[src/rtl/clock_pkg.sv]
// ---------------------------------------------------------------------------
// clock_pkg
// Shared definitions for the clock controller:
//   mode_e          - run-control encoding carried on clock_ctrl.mode
//   CLK_DEFAULT_DIV - divisor loaded into every channel at reset
//   mode_is_halt    - true for HALT and for the reserved encoding
// ---------------------------------------------------------------------------
package clock_pkg;

    typedef enum logic [1:0] {
        RUN  = 2'b00,
        STEP = 2'b01,
        HALT = 2'b10,
        RSVD = 2'b11
    } mode_e;

    localparam int CLK_DEFAULT_DIV = 5_000_000;

    // The reserved encoding is treated exactly like HALT.
    function automatic logic mode_is_halt(input mode_e m);
        return (m == HALT) || (m == RSVD);
    endfunction

endpackage

[src/rtl/clock_div_ch.sv]
// ---------------------------------------------------------------------------
// clock_div_ch
// One divided-clock channel: counter, active divisor and pending (shadow)
// divisor with its valid flag.
// Ports:
//   clk, rst_n      system clock, asynchronous active-low reset
//   i_run           effective mode is RUN
//   i_step_clr      first cycle of STEP mode: clear the counter
//   i_step_tick     qualified step_req rising edge: emit one tick
//   i_div_val       requested divisor
//   i_div_load      strobe to capture i_div_val
//   o_tick          one-cycle enable pulse
//   o_clk_div       square wave, toggles with every tick
// ---------------------------------------------------------------------------
module clock_div_ch
    import clock_pkg::*;
#(
    parameter int WIDTH       = 32,
    parameter int DEFAULT_DIV = CLK_DEFAULT_DIV
) (
    input  logic             clk,
    input  logic             rst_n,
    input  logic             i_run,
    input  logic             i_step_clr,
    input  logic             i_step_tick,
    input  logic [WIDTH-1:0] i_div_val,
    input  logic             i_div_load,
    output logic             o_tick,
    output logic             o_clk_div
);

    localparam logic [WIDTH-1:0] LP_DIV_RST = WIDTH'(DEFAULT_DIV);

    logic [WIDTH-1:0] r_cnt;
    logic [WIDTH-1:0] r_div;
    logic [WIDTH-1:0] r_pend;
    logic             r_pend_vld;
    logic             r_tick;
    logic             r_clk_div;

    logic [WIDTH-1:0] w_cnt_nxt;
    logic [WIDTH-1:0] w_div_nxt;
    logic [WIDTH-1:0] w_pend_nxt;
    logic             w_pend_vld_nxt;
    logic             w_tick_nxt;
    logic             w_clk_div_nxt;
    logic             w_wrap;

    assign w_wrap = !(r_cnt < r_div);

    always_comb begin
        w_cnt_nxt      = r_cnt;
        w_div_nxt      = r_div;
        w_pend_nxt     = r_pend;
        w_pend_vld_nxt = r_pend_vld;
        w_tick_nxt     = 1'b0;
        w_clk_div_nxt  = r_clk_div;

        if (i_run) begin
            if (w_wrap) begin
                w_cnt_nxt     = '0;
                w_tick_nxt    = 1'b1;
                w_clk_div_nxt = ~r_clk_div;
                // A load landing on the wrap cycle stays pending until the
                // following wrap, so the shadow is only promoted without one.
                if (r_pend_vld && !i_div_load) begin
                    w_div_nxt      = r_pend;
                    w_pend_vld_nxt = 1'b0;
                end
            end else begin
                w_cnt_nxt = r_cnt + 1'b1;
            end
            if (i_div_load) begin
                w_pend_nxt     = i_div_val;
                w_pend_vld_nxt = 1'b1;
            end
        end else begin
            // HALT / STEP: a load takes effect immediately and restarts the count.
            if (i_div_load) begin
                w_div_nxt      = i_div_val;
                w_cnt_nxt      = '0;
                w_pend_vld_nxt = 1'b0;
            end else if (i_step_clr) begin
                w_cnt_nxt = '0;
            end
            if (i_step_tick) begin
                w_tick_nxt    = 1'b1;
                w_clk_div_nxt = ~r_clk_div;
            end
        end
    end

    always_ff @(posedge clk or negedge rst_n) begin
        if (!rst_n) begin
            r_cnt      <= '0;
            r_div      <= LP_DIV_RST;
            r_pend     <= '0;
            r_pend_vld <= 1'b0;
            r_tick     <= 1'b0;
            r_clk_div  <= 1'b0;
        end else begin
            r_cnt      <= w_cnt_nxt;
            r_div      <= w_div_nxt;
            r_pend     <= w_pend_nxt;
            r_pend_vld <= w_pend_vld_nxt;
            r_tick     <= w_tick_nxt;
            r_clk_div  <= w_clk_div_nxt;
        end
    end

    assign o_tick    = r_tick;
    assign o_clk_div = r_clk_div;

endmodule

[src/rtl/clock_ctrl.sv]
// ---------------------------------------------------------------------------
// clock_ctrl
// Multi-channel clock divider with RUN / STEP / HALT run control.
// Ports:
//   clk       system clock
//   rst_n     asynchronous active-low reset
//   mode      run control (RUN=00, STEP=01, HALT=10, 11 behaves as HALT)
//   step_req  debounced step button level
//   div_val   N_CH packed divisors, channel g at [g*WIDTH +: WIDTH]
//   div_load  per-channel strobe to latch div_val
//   tick      per-channel one-cycle enable pulse
//   clk_div   per-channel square wave, toggles on each tick
//   halted    high while mode is HALT or reserved (combinational)
// ---------------------------------------------------------------------------
module clock_ctrl
    import clock_pkg::*;
#(
    parameter int WIDTH       = 32,
    parameter int N_CH        = 2,
    parameter int DEFAULT_DIV = CLK_DEFAULT_DIV
) (
    input  logic                  clk,
    input  logic                  rst_n,
    input  logic [1:0]            mode,
    input  logic                  step_req,
    input  logic [N_CH*WIDTH-1:0] div_val,
    input  logic [N_CH-1:0]       div_load,
    output logic [N_CH-1:0]       tick,
    output logic [N_CH-1:0]       clk_div,
    output logic                  halted
);

    mode_e w_mode;
    mode_e r_mode_prev;
    logic  r_step_prev;
    logic  w_run;
    logic  w_step_entry;
    logic  w_step_tick;

    assign w_mode = mode_e'(mode);

    always_ff @(posedge clk or negedge rst_n) begin
        if (!rst_n) begin
            r_mode_prev <= RUN;
            r_step_prev <= 1'b0;
        end else begin
            r_mode_prev <= w_mode;
            r_step_prev <= step_req;
        end
    end

    // Mode decode. A step edge is honoured only when STEP was already the
    // mode on the previous cycle, which discards edges coincident with a
    // mode change (including entry into STEP).
    always_comb begin
        w_run        = 1'b0;
        w_step_entry = 1'b0;
        w_step_tick  = 1'b0;
        unique case (w_mode)
            RUN: w_run = 1'b1;
            STEP: begin
                w_step_entry = (r_mode_prev != STEP);
                w_step_tick  = !w_step_entry && step_req && !r_step_prev;
            end
            default: ;
        endcase
    end

    assign halted = mode_is_halt(w_mode);

    for (genvar g = 0; g < N_CH; g++) begin : g_ch
        clock_div_ch #(
            .WIDTH       (WIDTH),
            .DEFAULT_DIV (DEFAULT_DIV)
        ) u_ch (
            .clk         (clk),
            .rst_n       (rst_n),
            .i_run       (w_run),
            .i_step_clr  (w_step_entry),
            .i_step_tick (w_step_tick),
            .i_div_val   (div_val[g*WIDTH +: WIDTH]),
            .i_div_load  (div_load[g]),
            .o_tick      (tick[g]),
            .o_clk_div   (clk_div[g])
        );
    end

endmodule

[config.mk]
export PLATFORM = sky130hd
export DESIGN_NAME = clock_ctrl
export DESIGN_NICKNAME = d
export VERILOG_FILES = /design/src/rtl/clock_pkg.sv /design/src/rtl/clock_div_ch.sv /design/src/rtl/clock_ctrl.sv
export SDC_FILE = /design/constraint.sdc
export NUM_CORES = 1
export LEC_CHECK = 0
export CAP_MARGIN = 25
export CORE_UTILIZATION = 25
export DETAILED_ROUTE_END_ITERATION = 16
export PLACE_DENSITY = 0.51
export SLEW_MARGIN = 20
export SYNTH_ARGS = -nofsm -noshare
export SYNTH_HDL_FRONTEND = slang
export SYNTH_SLANG_ARGS = --single-unit
[constraint.sdc]
create_clock -name clk -period 3.2 [get_ports clk]
set_clock_uncertainty 0.1 [all_clocks]
set_input_delay 0.48 -clock clk [delete_from_list [all_inputs] [get_ports clk]]
set_output_delay 0.48 -clock clk [all_outputs]
set_load 0.02 [all_outputs]
Yosys cells after proc, flatten, opt, wreduce, memory -nomap -nowiden
Cells that the tools add are included.
{ "classes": {"n_addsub": 2, "n_mul": 0, "div_mod_pow": 0, "order_cmp": 2, "eq_ne": 10, "shifts": 0, "muxes": 39, "bitwise": 2, "reduce_logical": 25} }
{ "op_table": {"columns": ["operator", "count"], "rows": [
  ["$mux W32", 15],
  ["$add A32 B1 Y32 const B", 2],
  ["$lt A32 B32 Y1", 2],
  ["$mux W1", 24],
  ["$reduce_and A3 Y1", 4],
  ["$ne A2 B2 Y1 const B", 5],
  ["$reduce_bool A2 Y1", 5],
  ["$reduce_and A2 Y1", 4],
  ["$reduce_bool A3 Y1", 2],
  ["$eq A2 B2 Y1 const B", 2],
  ["$logic_and A1 B1 Y1", 4],
  ["$logic_not A1 Y1", 4],
  ["$ne A2 B1 Y1 const B", 2],
  ["$eq A2 B1 Y1 const B", 1],
  ["$logic_not A2 Y1", 1],
  ["$not A1 Y1", 2],
  ["$logic_or A1 B1 Y1", 1]
]} }
{ "word_totals": {"regBits": 201, "latchBits": 0, "ram_bits": 0, "romBits": 0, "in_bits": 71, "output_inout_bits": 5, "wordCells": 94, "n_memories": 0} }

Longest topological paths before layout
Gate-level depths: netlist of the first run.
{ "logic_depth": {"depth_word": 7, "ltp_mapped": 10, "ltp_nobuf": 8} }

Hierarchy
A second synthesis of the first run with hierarchy kept.
{ "unflattened": {"cells_unflattened": 1027, "area_unflattened_um2": 11074.4} }
{ "modules_own_cells": {"columns": ["mod", "instances", "cells_per_inst", "area_per_inst_um2", "seq_area_each_um2"], "rows": [
  ["clock_div_ch", 2, 509, 5475.3, 2487.4],
  ["clock_ctrl", 1, 9, 123.9, 75.1]
]} }

Least setup slack after synthesis of the first run
No wires, ideal clock.
{ "synth_path": {"kind": "reg-to-reg", "from": "register g_ch[1].u_ch.r_div[14]", "to": "register g_ch[1].u_ch.r_div[21]", "setup_ns": 0.123, "arrival_ns": 2.458, "required_ns": 2.977, "slack_ns": 0.519, "path_stages_with_launch": 10, "n_path_buf": 1, "period_less_slack_ns": 2.681, "path_cell_list": "dfstp_2 -> inv_1 -> ha_1 -> nand4_1 -> or3_1 -> o41ai_4 -> nor2_2 -> o21a_2 -> buf_4 -> o221a_1"} }
{ "synth_between": {"elab_chain_len": 3} }
{ "synth_lines": {"columns": ["item", "line_no", "text"], "rows": [
  ["start: declaration", "clock_div_ch.sv:35", "logic [WIDTH-1:0] r_div;"],
  ["start signal: assignment", "clock_div_ch.sv:103", "r_div <= w_div_nxt;"],
  ["$lt A32 B32 Y1", "clock_div_ch.sv:49", "assign w_wrap = !(r_cnt < r_div);"],
  ["$ne A2 B2 Y1 (no source line)", null, null],
  ["$reduce_and A3 Y1 (no source line)", null, null]
]} }
Every way passes these cells.
A chain may end at the register's enable or synchronous reset.

Worst setup path in the final report of the first run
{ "layout_path": {"from": "register g_ch[1].u_ch.r_div[14]", "to": "register g_ch[1].u_ch.r_div[28]"} }
The elaborated chain is that of the path after synthesis.

==> metrics.txt, run 1 <==
# TYPE chip_impl_metric gauge
chip_impl_info{name="critical_path.endpoint_type",value="register"} 1
chip_impl_metric{name="synth_cell_types",unit=""} 65
chip_impl_metric{name="core",unit="sq um"} 42320
chip_impl_metric{name="ys_ff_latch",unit=""} 201
chip_impl_metric{name="gp_routability_congestion",unit=""} 0.7862
chip_impl_metric{name="finalWirelength",unit="mm"} 27.16
chip_impl_metric{name="mappedNetlistArea",unit="sq um"} 10820
chip_impl_metric{name="totalPowerFinal",unit="mW"} 6.573
chip_impl_metric{name="antenna_found_initial",unit=""} 1
chip_impl_metric{name="boundary_pin_count",unit=""} 76
chip_impl_metric{name="period_minus_slack",unit="ns"} 3.034
chip_impl_info{name="min_delay_worst_type",value="reg -> reg"} 1
chip_impl_metric{name="clk_pin_slew",unit="ns"} 0.06
chip_impl_metric{name="p_sw",unit="mW"} 1.589
chip_impl_metric{name="detailroute.via_count",unit=""} 7911
chip_impl_metric{name="via_per_inst",unit=""} 4.687
chip_impl_metric{name="synthesis.instances",unit=""} 1008
chip_impl_info{name="timing_worst_setup_path_type",value="reg -> reg"} 1
chip_impl_metric{name="final_hold_viol_count",unit=""} 0
chip_impl_metric{name="cts_post_setup_buffers_inserted",unit=""} 0
chip_impl_metric{name="power.ir.vdd_worst",unit="uV"} 272.2
chip_impl_metric{name="tightestPinTransition",unit="ns"} 0.7713
chip_impl_metric{name="leakage_power_total",unit="nW"} 5.641
chip_impl_metric{name="syn_area_per_cell",unit="sq um"} 10.73
chip_impl_info{name="synth_top_cells_by_area",value="sky130_fd_sc_hd__dfrtp_1 43%, sky130_fd_sc_hd__ha_1 7.4%, sky130_fd_sc_hd__mux2_2 6.9%"} 1
chip_impl_metric{name="cts-root-to-sink-buffers",unit=""} 3
chip_impl_metric{name="grt_pass1_vias",unit=""} 8241
chip_impl_metric{name="design.die.area",unit="sq um"} 44100
chip_impl_metric{name="max-slew-margin-rel",unit="%"} 48.39
chip_impl_metric{name="htreeDepth",unit=""} 1
chip_impl_metric{name="grt_start_max_net_pins",unit=""} 81
chip_impl_metric{name="antennaDiodeCount",unit=""} 0
chip_impl_metric{name="dp.cells",unit=""} 1647
chip_impl_metric{name="grt_overflow_total",unit=""} 0
chip_impl_metric{name="cap_viol_max_count",unit=""} 0
chip_impl_metric{name="io_buffers",unit=""} 75
chip_impl_metric{name="synth_enable_flop_cells",unit=""} 0
chip_impl_metric{name="antenna_left",unit=""} 0
chip_impl_info{name="timing.critical_path.max_delay_family",value="compound AO/OA/AOI/OAI gates"} 1
chip_impl_metric{name="average_detailed_routed_wire_length_per_instance",unit="um"} 16.09
chip_impl_metric{name="power.density_cell_area",unit="nW/um^2"} 499.0
chip_impl_metric{name="grt.total_usage",unit="%"} 12.82
chip_impl_metric{name="post_dp_cell_area",unit="sq um"} 12380
chip_impl_info{name="rsz0062_at_grt",value="no"} 1
chip_impl_metric{name="share_seq_of_total_power",unit="%"} 45.5
chip_impl_metric{name="worstSkewPairLatency",unit="ns"} 0.52
chip_impl_metric{name="fin_worst_hold_slack",unit="ns"} 0.3678
chip_impl_metric{name="clkSinkCount",unit=""} 201
chip_impl_metric{name="timing.setup.tns",unit="ns"} 0
chip_impl_metric{name="pwr-share-comb",unit="%"} 12.5
chip_impl_metric{name="postCtsResizedCells",unit=""} 0
chip_impl_metric{name="syn-num-nets",unit=""} 1143
chip_impl_metric{name="seq_area_frac_synth",unit="%"} 46.69
chip_impl_metric{name="crit_required",unit="ns"} 3.50
chip_impl_info{name="run_status",value="complete, no violations"} 1
chip_impl_metric{name="number_of_core_rows",unit=""} 75
chip_impl_info{name="crit_chain",value="inv_1 -> ha_1 -> nand4_1 -> or3_1 -> o41ai_4 -> nor2_2 -> o21a_2 -> o221a_1"} 1
chip_impl_metric{name="ys_async_sr_fraction",unit="%"} 100.0
chip_impl_metric{name="worst_ep_arrival_time",unit="ns"} 3.33
chip_impl_metric{name="layout-area-overhead-vs-synth",unit="%"} 21.78
chip_impl_metric{name="dieWidth",unit="um"} 210.0
chip_impl_metric{name="post-dp-hpwl",unit="mm"} 19.15
chip_impl_metric{name="slew_viol_final",unit=""} 0
chip_impl_metric{name="fmax",unit="MHz"} 329.6
chip_impl_metric{name="dr.pass1.iters",unit=""} 5
chip_impl_metric{name="final_min_period_over_clock_period",unit="%"} 94.82
chip_impl_info{name="critical_path.slowest_cell",value="sky130_fd_sc_hd__dfstp_2"} 1
chip_impl_metric{name="final_area",unit="sq um"} 13170
chip_impl_metric{name="path_buf_inv",unit=""} 1
chip_impl_metric{name="initial_core_util",unit="%"} 25.56
chip_impl_metric{name="post-route-drc-count",unit=""} 0
chip_impl_info{name="library_cell_with_the_largest_summed_area_after_synthesis",value="sky130_fd_sc_hd__dfrtp_1"} 1
chip_impl_metric{name="path_max_fanout",unit=""} 32
chip_impl_metric{name="finalNetCount",unit=""} 1231
chip_impl_metric{name="synth.top_cell.area_share",unit="%"} 42.80
chip_impl_metric{name="detail_route.iter0.violations",unit=""} 506
chip_impl_metric{name="cp_slowest_stage_delay",unit="ns"} 0.53
chip_impl_metric{name="power_frac_clock",unit="%"} 41.9
chip_impl_info{name="start_kind",value="register"} 1
chip_impl_metric{name="yosys_warnings",unit=""} 0
chip_impl_metric{name="setup_violations",unit=""} 0
chip_impl_info{name="cts_tree",value="done"} 1
chip_impl_metric{name="power.switching_fraction",unit="%"} 24.18
chip_impl_info{name="layout.cells.most_common_list",value="185 x sky130_fd_sc_hd__dfrtp_1, 76 x sky130_fd_sc_hd__inv_1, 74 x sky130_fd_sc_hd__clkdlybuf4s50_1"} 1
chip_impl_metric{name="grt_pass1_wl",unit="mm"} 45.64
chip_impl_metric{name="die_height",unit="um"} 210.0
chip_impl_metric{name="cts_inserted_buffers",unit=""} 23
chip_impl_metric{name="cell_internal_pwr",unit="mW"} 4.984
chip_impl_metric{name="final-instance-count-excl-fill",unit=""} 1688
chip_impl_metric{name="final_layout_size_suffix_gt1_share",unit="%"} 23.58
chip_impl_info{name="final_common_cell",value="sky130_fd_sc_hd__dfrtp_1"} 1
chip_impl_info{name="ctsRootBufferMaster",value="sky130_fd_sc_hd__clkbuf_16"} 1
chip_impl_info{name="ys_dominant_reg_cell",value="sky130_fd_sc_hd__dfrtp_1"} 1
[metrics by stage]
| step | utilization [%] | worst slack, ns |
|---|---|---|
| after detailed placement | 29.26 | 0.1619 |
| after global placement | 29.26 | 0.1767 |
| after CTS | 31.12 | 0.1491 |
| after floorplan | - | 0.5195 |
| final | 31.12 | 0.1658 |
| after global routing | 31.12 | 0.01264 |
[registers in the layout, summed over array words and instances, names as in the netlist]
register / cells
r_step_prev: 1
r_mode_prev: 2
g_ch.u_ch.r_pend_vld: 2
g_ch.u_ch.r_cnt: 64
g_ch.u_ch.r_pend: 64
g_ch.u_ch.o_tick: 2
g_ch.u_ch.o_clk_div: 2
g_ch.u_ch.r_div: 64
[cell families (layout without fill, tap and decap cells)]
| group | after synthesis | count (layout) | synth area share [%] |
|---|---|---|---|
| mux | 69 | 69 | 7.149 |
| buf+inv | 124 | 227 | 4.847 |
| flops | 201 | 201 | 46.69 |
| fa+ha+maj | 64 | 64 | 7.403 |
| simple gates | 327 | 327 | 16.22 |
| xor+xnor | 25 | 25 | 2.024 |
| compound gates | 198 | 198 | 15.67 |
[power groups by stage]
| stage | sequential [mW] | clock (mW) | combinational, mW |
|---|---|---|---|
| floorplan | 2.98 | 0 | 0.535 |
| global placement | 3.03 | 0 | 0.817 |
| detailed placement | 3.04 | 0 | 0.837 |
| CTS | 3.00 | 2.85 | 0.842 |
| global route | 3.04 | 2.96 | 0.930 |
| finish | 2.99 | 2.76 | 0.824 |
[routing by layer]
metal  routed length [um]  track usage (%)  up-vias
li1                     -                -     3876
met5                   12                0        -
met2                11850            19.70      112
met1                13600            18.38     3894
met3                 1231            2.503       27
met4                  473            3.247        2
[final cells by class]
class	count	area (sq um)
Fill cell	4317	29150
Timing Repair Buffer	111	1090
Multi-Input combinational cell	683	5248
Sequential cell	201	5050
Clock buffer	37	688.2
Tap cell	577	721.9
Clock inverter	3	90.09
Inverter	76	285.3
[worst paths after layout]
kind / startpoint / end / slack [ns] / cells after the start
setup / recovery: g_ch[1].u_ch.r_div[14] / g_ch[1].u_ch.r_div[28] / 0.17 / 8
hold / removal: g_ch[0].u_ch.o_clk_div / g_ch[0].u_ch.o_clk_div / 0.37 / 1
setup reg to reg: g_ch[1].u_ch.r_div[14] / g_ch[1].u_ch.r_div[28] / 0.17 / 8
hold reg to reg: g_ch[0].u_ch.o_clk_div / g_ch[0].u_ch.o_clk_div / 0.37 / 1
max in group asynchronous: rst_n / g_ch[0].u_ch.r_div[8] / 1.62 / 3
min in group asynchronous: rst_n / g_ch[1].u_ch.r_pend[12] / 0.44 / 2
[cell usage after synthesis (all sizes together) (6+ instances only)]
cell type    n
a21oi       25
a221o        9
a22o         8
a31oi       11
and3         9
and4         8
buf         23
clkbuf      25
dfrtp      185
dfstp       16
ha          64
inv         76
mux2        66
nand2       60
nand2b       6
nand3       40
nand4       23
nor2        58
nor3        22
nor4        11
o211ai       6
o21a        12
o21ai       20
o221a       64
or2         67
or3          8
or4          6
xnor2       14
xor2        11
[what timing repair did]
item                                   CTS  global route
hold buffers                             1             0
setup endpoints to repair                0             0
endpoints found under the hold margin   69             0
Power figures use the tool's default switching activity.
==> run 2, diff against run 1 <==
CTS_CLUSTER_DIAMETER = 40   (was not set)
PLACE_DENSITY = 0.52   (was 0.51)
==> run 2 against run 1 <==
  * Sequential power is essentially flat
  * Clock power grew 39%
  * Global-route usage grew 0.20 points
  * Count of clock-buffer cells in the layout grew 15
  * Sequential cell count is the same
  * Via count grew 2.2%
  * Setup slack gained 0.023 ns
  * Final cell count grew 1.6%
  * Critical endpoint is now g_ch[1].u_ch.r_div[3]
  * Largest cell class unchanged
==> metrics.txt, run 2 (same netlist as run 1, synthesis figures left out) <==
# TYPE chip_impl_metric gauge
chip_impl_metric{name="reg2reg_depth",unit=""} 8
chip_impl_metric{name="crit_required",unit="ns"} 3.48
chip_impl_metric{name="core",unit="sq um"} 42320
chip_impl_metric{name="dr.pass1.iters",unit=""} 5
chip_impl_metric{name="via_per_inst",unit=""} 4.713
chip_impl_info{name="worst_hold_startpoint",value="g_ch[0].u_ch.o_clk_div"} 1
chip_impl_metric{name="post_dp_cell_area",unit="sq um"} 12390
chip_impl_metric{name="hold_depth",unit=""} 1
chip_impl_metric{name="io_buffers",unit=""} 75
chip_impl_metric{name="reg2reg_slack",unit="ns"} 0.19
chip_impl_metric{name="max-slew-margin-rel",unit="%"} 49.20
chip_impl_metric{name="antennaDiodeCount",unit=""} 0
chip_impl_metric{name="clkSinkCount",unit=""} 201
chip_impl_metric{name="cts-root-to-sink-buffers",unit=""} 3
chip_impl_metric{name="antenna_left",unit=""} 0
chip_impl_metric{name="period_minus_slack",unit="ns"} 3.011
chip_impl_metric{name="clk_pin_slew",unit="ns"} 0.05
chip_impl_metric{name="post-dp-hpwl",unit="mm"} 19.36
chip_impl_metric{name="antenna_found_initial",unit=""} 1
chip_impl_metric{name="average_detailed_routed_wire_length_per_instance",unit="um"} 16.03
chip_impl_metric{name="power.density_cell_area",unit="nW/um^2"} 562.6
chip_impl_metric{name="final_layout_size_suffix_gt1_share",unit="%"} 25.31
chip_impl_metric{name="cap_viol_max_count",unit=""} 0
chip_impl_info{name="worst_r2r_endpoint",value="g_ch[1].u_ch.r_div[3]"} 1
chip_impl_metric{name="finalNetCount",unit=""} 1244
chip_impl_metric{name="leakage_power_total",unit="nW"} 5.855
chip_impl_metric{name="final_hold_viol_count",unit=""} 0
chip_impl_metric{name="setup_violations",unit=""} 0
chip_impl_metric{name="boundary_pin_count",unit=""} 76
chip_impl_info{name="start_kind",value="register"} 1
chip_impl_metric{name="final_area",unit="sq um"} 13630
chip_impl_metric{name="design.die.area",unit="sq um"} 44100
chip_impl_metric{name="grt.total_usage",unit="%"} 13.03
chip_impl_metric{name="grt_pass1_vias",unit=""} 8475
chip_impl_metric{name="fmax",unit="MHz"} 332.1
chip_impl_info{name="layout.cells.most_common_list",value="185 x sky130_fd_sc_hd__dfrtp_1, 76 x sky130_fd_sc_hd__inv_1, 74 x sky130_fd_sc_hd__clkdlybuf4s50_1"} 1
chip_impl_metric{name="htreeDepth",unit=""} 2
chip_impl_metric{name="gp_routability_congestion",unit=""} 0.8122
chip_impl_metric{name="cts_inserted_buffers",unit=""} 37
chip_impl_metric{name="utilization_after_layout",unit="%"} 32.21
chip_impl_metric{name="post-route-drc-count",unit=""} 0
chip_impl_info{name="rsz0062_at_grt",value="no"} 1
chip_impl_metric{name="tightestPinTransition",unit="ns"} 0.7620
chip_impl_info{name="run_status",value="complete, no violations"} 1
chip_impl_metric{name="grt_pass1_wl",unit="mm"} 46.21
chip_impl_info{name="critical_path.endpoint_type",value="register"} 1
chip_impl_info{name="timing_worst_setup_path_type",value="reg -> reg"} 1
chip_impl_metric{name="number_of_core_rows",unit=""} 75
chip_impl_info{name="min_delay_worst_type",value="reg -> reg"} 1
chip_impl_metric{name="fin_worst_hold_slack",unit="ns"} 0.3711
chip_impl_metric{name="layout-area-overhead-vs-synth",unit="%"} 26.02
chip_impl_info{name="timing.hold.worst_endpoint",value="g_ch[0].u_ch.o_clk_div"} 1
chip_impl_metric{name="initial_core_util",unit="%"} 25.56
chip_impl_metric{name="grt_start_max_net_pins",unit=""} 68
chip_impl_metric{name="timing.setup.tns",unit="ns"} 0
chip_impl_metric{name="nFillCells",unit=""} 4312
chip_impl_metric{name="detailroute.via_count",unit=""} 8082
chip_impl_metric{name="die_height",unit="um"} 210.0
chip_impl_metric{name="worst_ep_arrival_time",unit="ns"} 3.30
chip_impl_metric{name="postCtsResizedCells",unit=""} 0
chip_impl_metric{name="finalWirelength",unit="mm"} 27.49
chip_impl_metric{name="worstSkewPairLatency",unit="ns"} 0.51
chip_impl_info{name="biggestRegsByFlops",value="g_ch.u_ch.r_cnt x64, g_ch.u_ch.r_div x64, g_ch.u_ch.r_pend x64"} 1
chip_impl_info{name="final_common_cell",value="sky130_fd_sc_hd__dfrtp_1"} 1
chip_impl_metric{name="path_max_fanout",unit=""} 32
chip_impl_metric{name="final_min_period_over_clock_period",unit="%"} 94.10
chip_impl_metric{name="dieWidth",unit="um"} 210.0
chip_impl_metric{name="power.ir.vdd_worst",unit="uV"} 301.6
chip_impl_metric{name="grt_overflow_total",unit=""} 0
chip_impl_info{name="cts_tree",value="done"} 1
chip_impl_info{name="ctsRootBufferMaster",value="sky130_fd_sc_hd__clkbuf_16"} 1
chip_impl_metric{name="detail_route.iter0.violations",unit=""} 552
chip_impl_metric{name="slew_viol_final",unit=""} 0
chip_impl_info{name="worst_r2r_startpoint",value="g_ch[1].u_ch.r_div[14]"} 1
run 2: how the worst max path moves through the flow:
stage	cells past startpoint	from	to
after detailed placement	8	g_ch[1].u_ch.r_div[14]	g_ch[1].u_ch.r_div[26]
after floorplan	9	g_ch[1].u_ch.r_div[14]	g_ch[1].u_ch.r_div[21]
after CTS	8	g_ch[1].u_ch.r_div[14]	g_ch[1].u_ch.r_div[3]
final	8	g_ch[1].u_ch.r_div[14]	g_ch[1].u_ch.r_div[3]
after global routing	8	g_ch[1].u_ch.r_div[14]	g_ch[1].u_ch.r_div[3]
after global placement	8	g_ch[1].u_ch.r_div[14]	g_ch[1].u_ch.r_div[26]
run 2: routing by layer:
layer | vias up | GRT usage [%] | part of all wire (%)
li1 | 3915 | - | -
met5 | - | 0 | 0.040
met1 | 3972 | 18.26 | 50
met3 | 42 | 2.726 | 4.2
met4 | 2 | 4.279 | 2.3
met2 | 151 | 19.92 | 44
run 2: critical path, stage by stage (launching register included):
cell and delay [ns]:
sky130_fd_sc_hd__dfstp_2 0.53, sky130_fd_sc_hd__inv_1 0.04, sky130_fd_sc_hd__ha_1 0.29, sky130_fd_sc_hd__nand4_1 0.12
sky130_fd_sc_hd__or3_1 0.44, sky130_fd_sc_hd__o41ai_4 0.42, sky130_fd_sc_hd__nor2_2 0.11, sky130_fd_sc_hd__o21a_2 0.48
sky130_fd_sc_hd__o221a_1 0.35
run 2: area by class of cell:
cell class              count  area [sq um]  share of cell area (%)
multi-input cells         683          5248                   38.50
flip-flops and latches    201          5050                   37.05
repair buffers            110          1095                   8.032
clock buffers              52          1065                   7.812
well taps                 577         721.9                   5.296
inverters                  76         285.3                   2.093
clock inverters            16         166.4                   1.221
run 2: repair_timing:
action	CTS	global route
setup endpoints to repair	0	0
hold buffers	1	0
setup buffers	0	0
hold endpoints to repair	59	0
run 2: where the power goes:
group | leakage (nW) | internal [mW] | switching, mW | total, mW
registers | 2.46 | 2.84 | 0.159 | 3.00
clock network | 0.591 | 2.50 | 1.34 | 3.85
logic | 2.80 | 0.447 | 0.378 | 0.825
total | 5.85 | 5.79 | 1.88 | 7.67
run 2: through the flow:
step           setup WS, ns  power (mW)  cells
2_1_floorplan        0.5195       3.520   1008
3_3_place_gp         0.2299       3.847   1645
3_5_place_dp         0.1855       3.874   1646
4_1_cts              0.1815       7.805   1715
5_1_grt            0.005550       8.037   1715
6_report             0.1886       7.669   1715
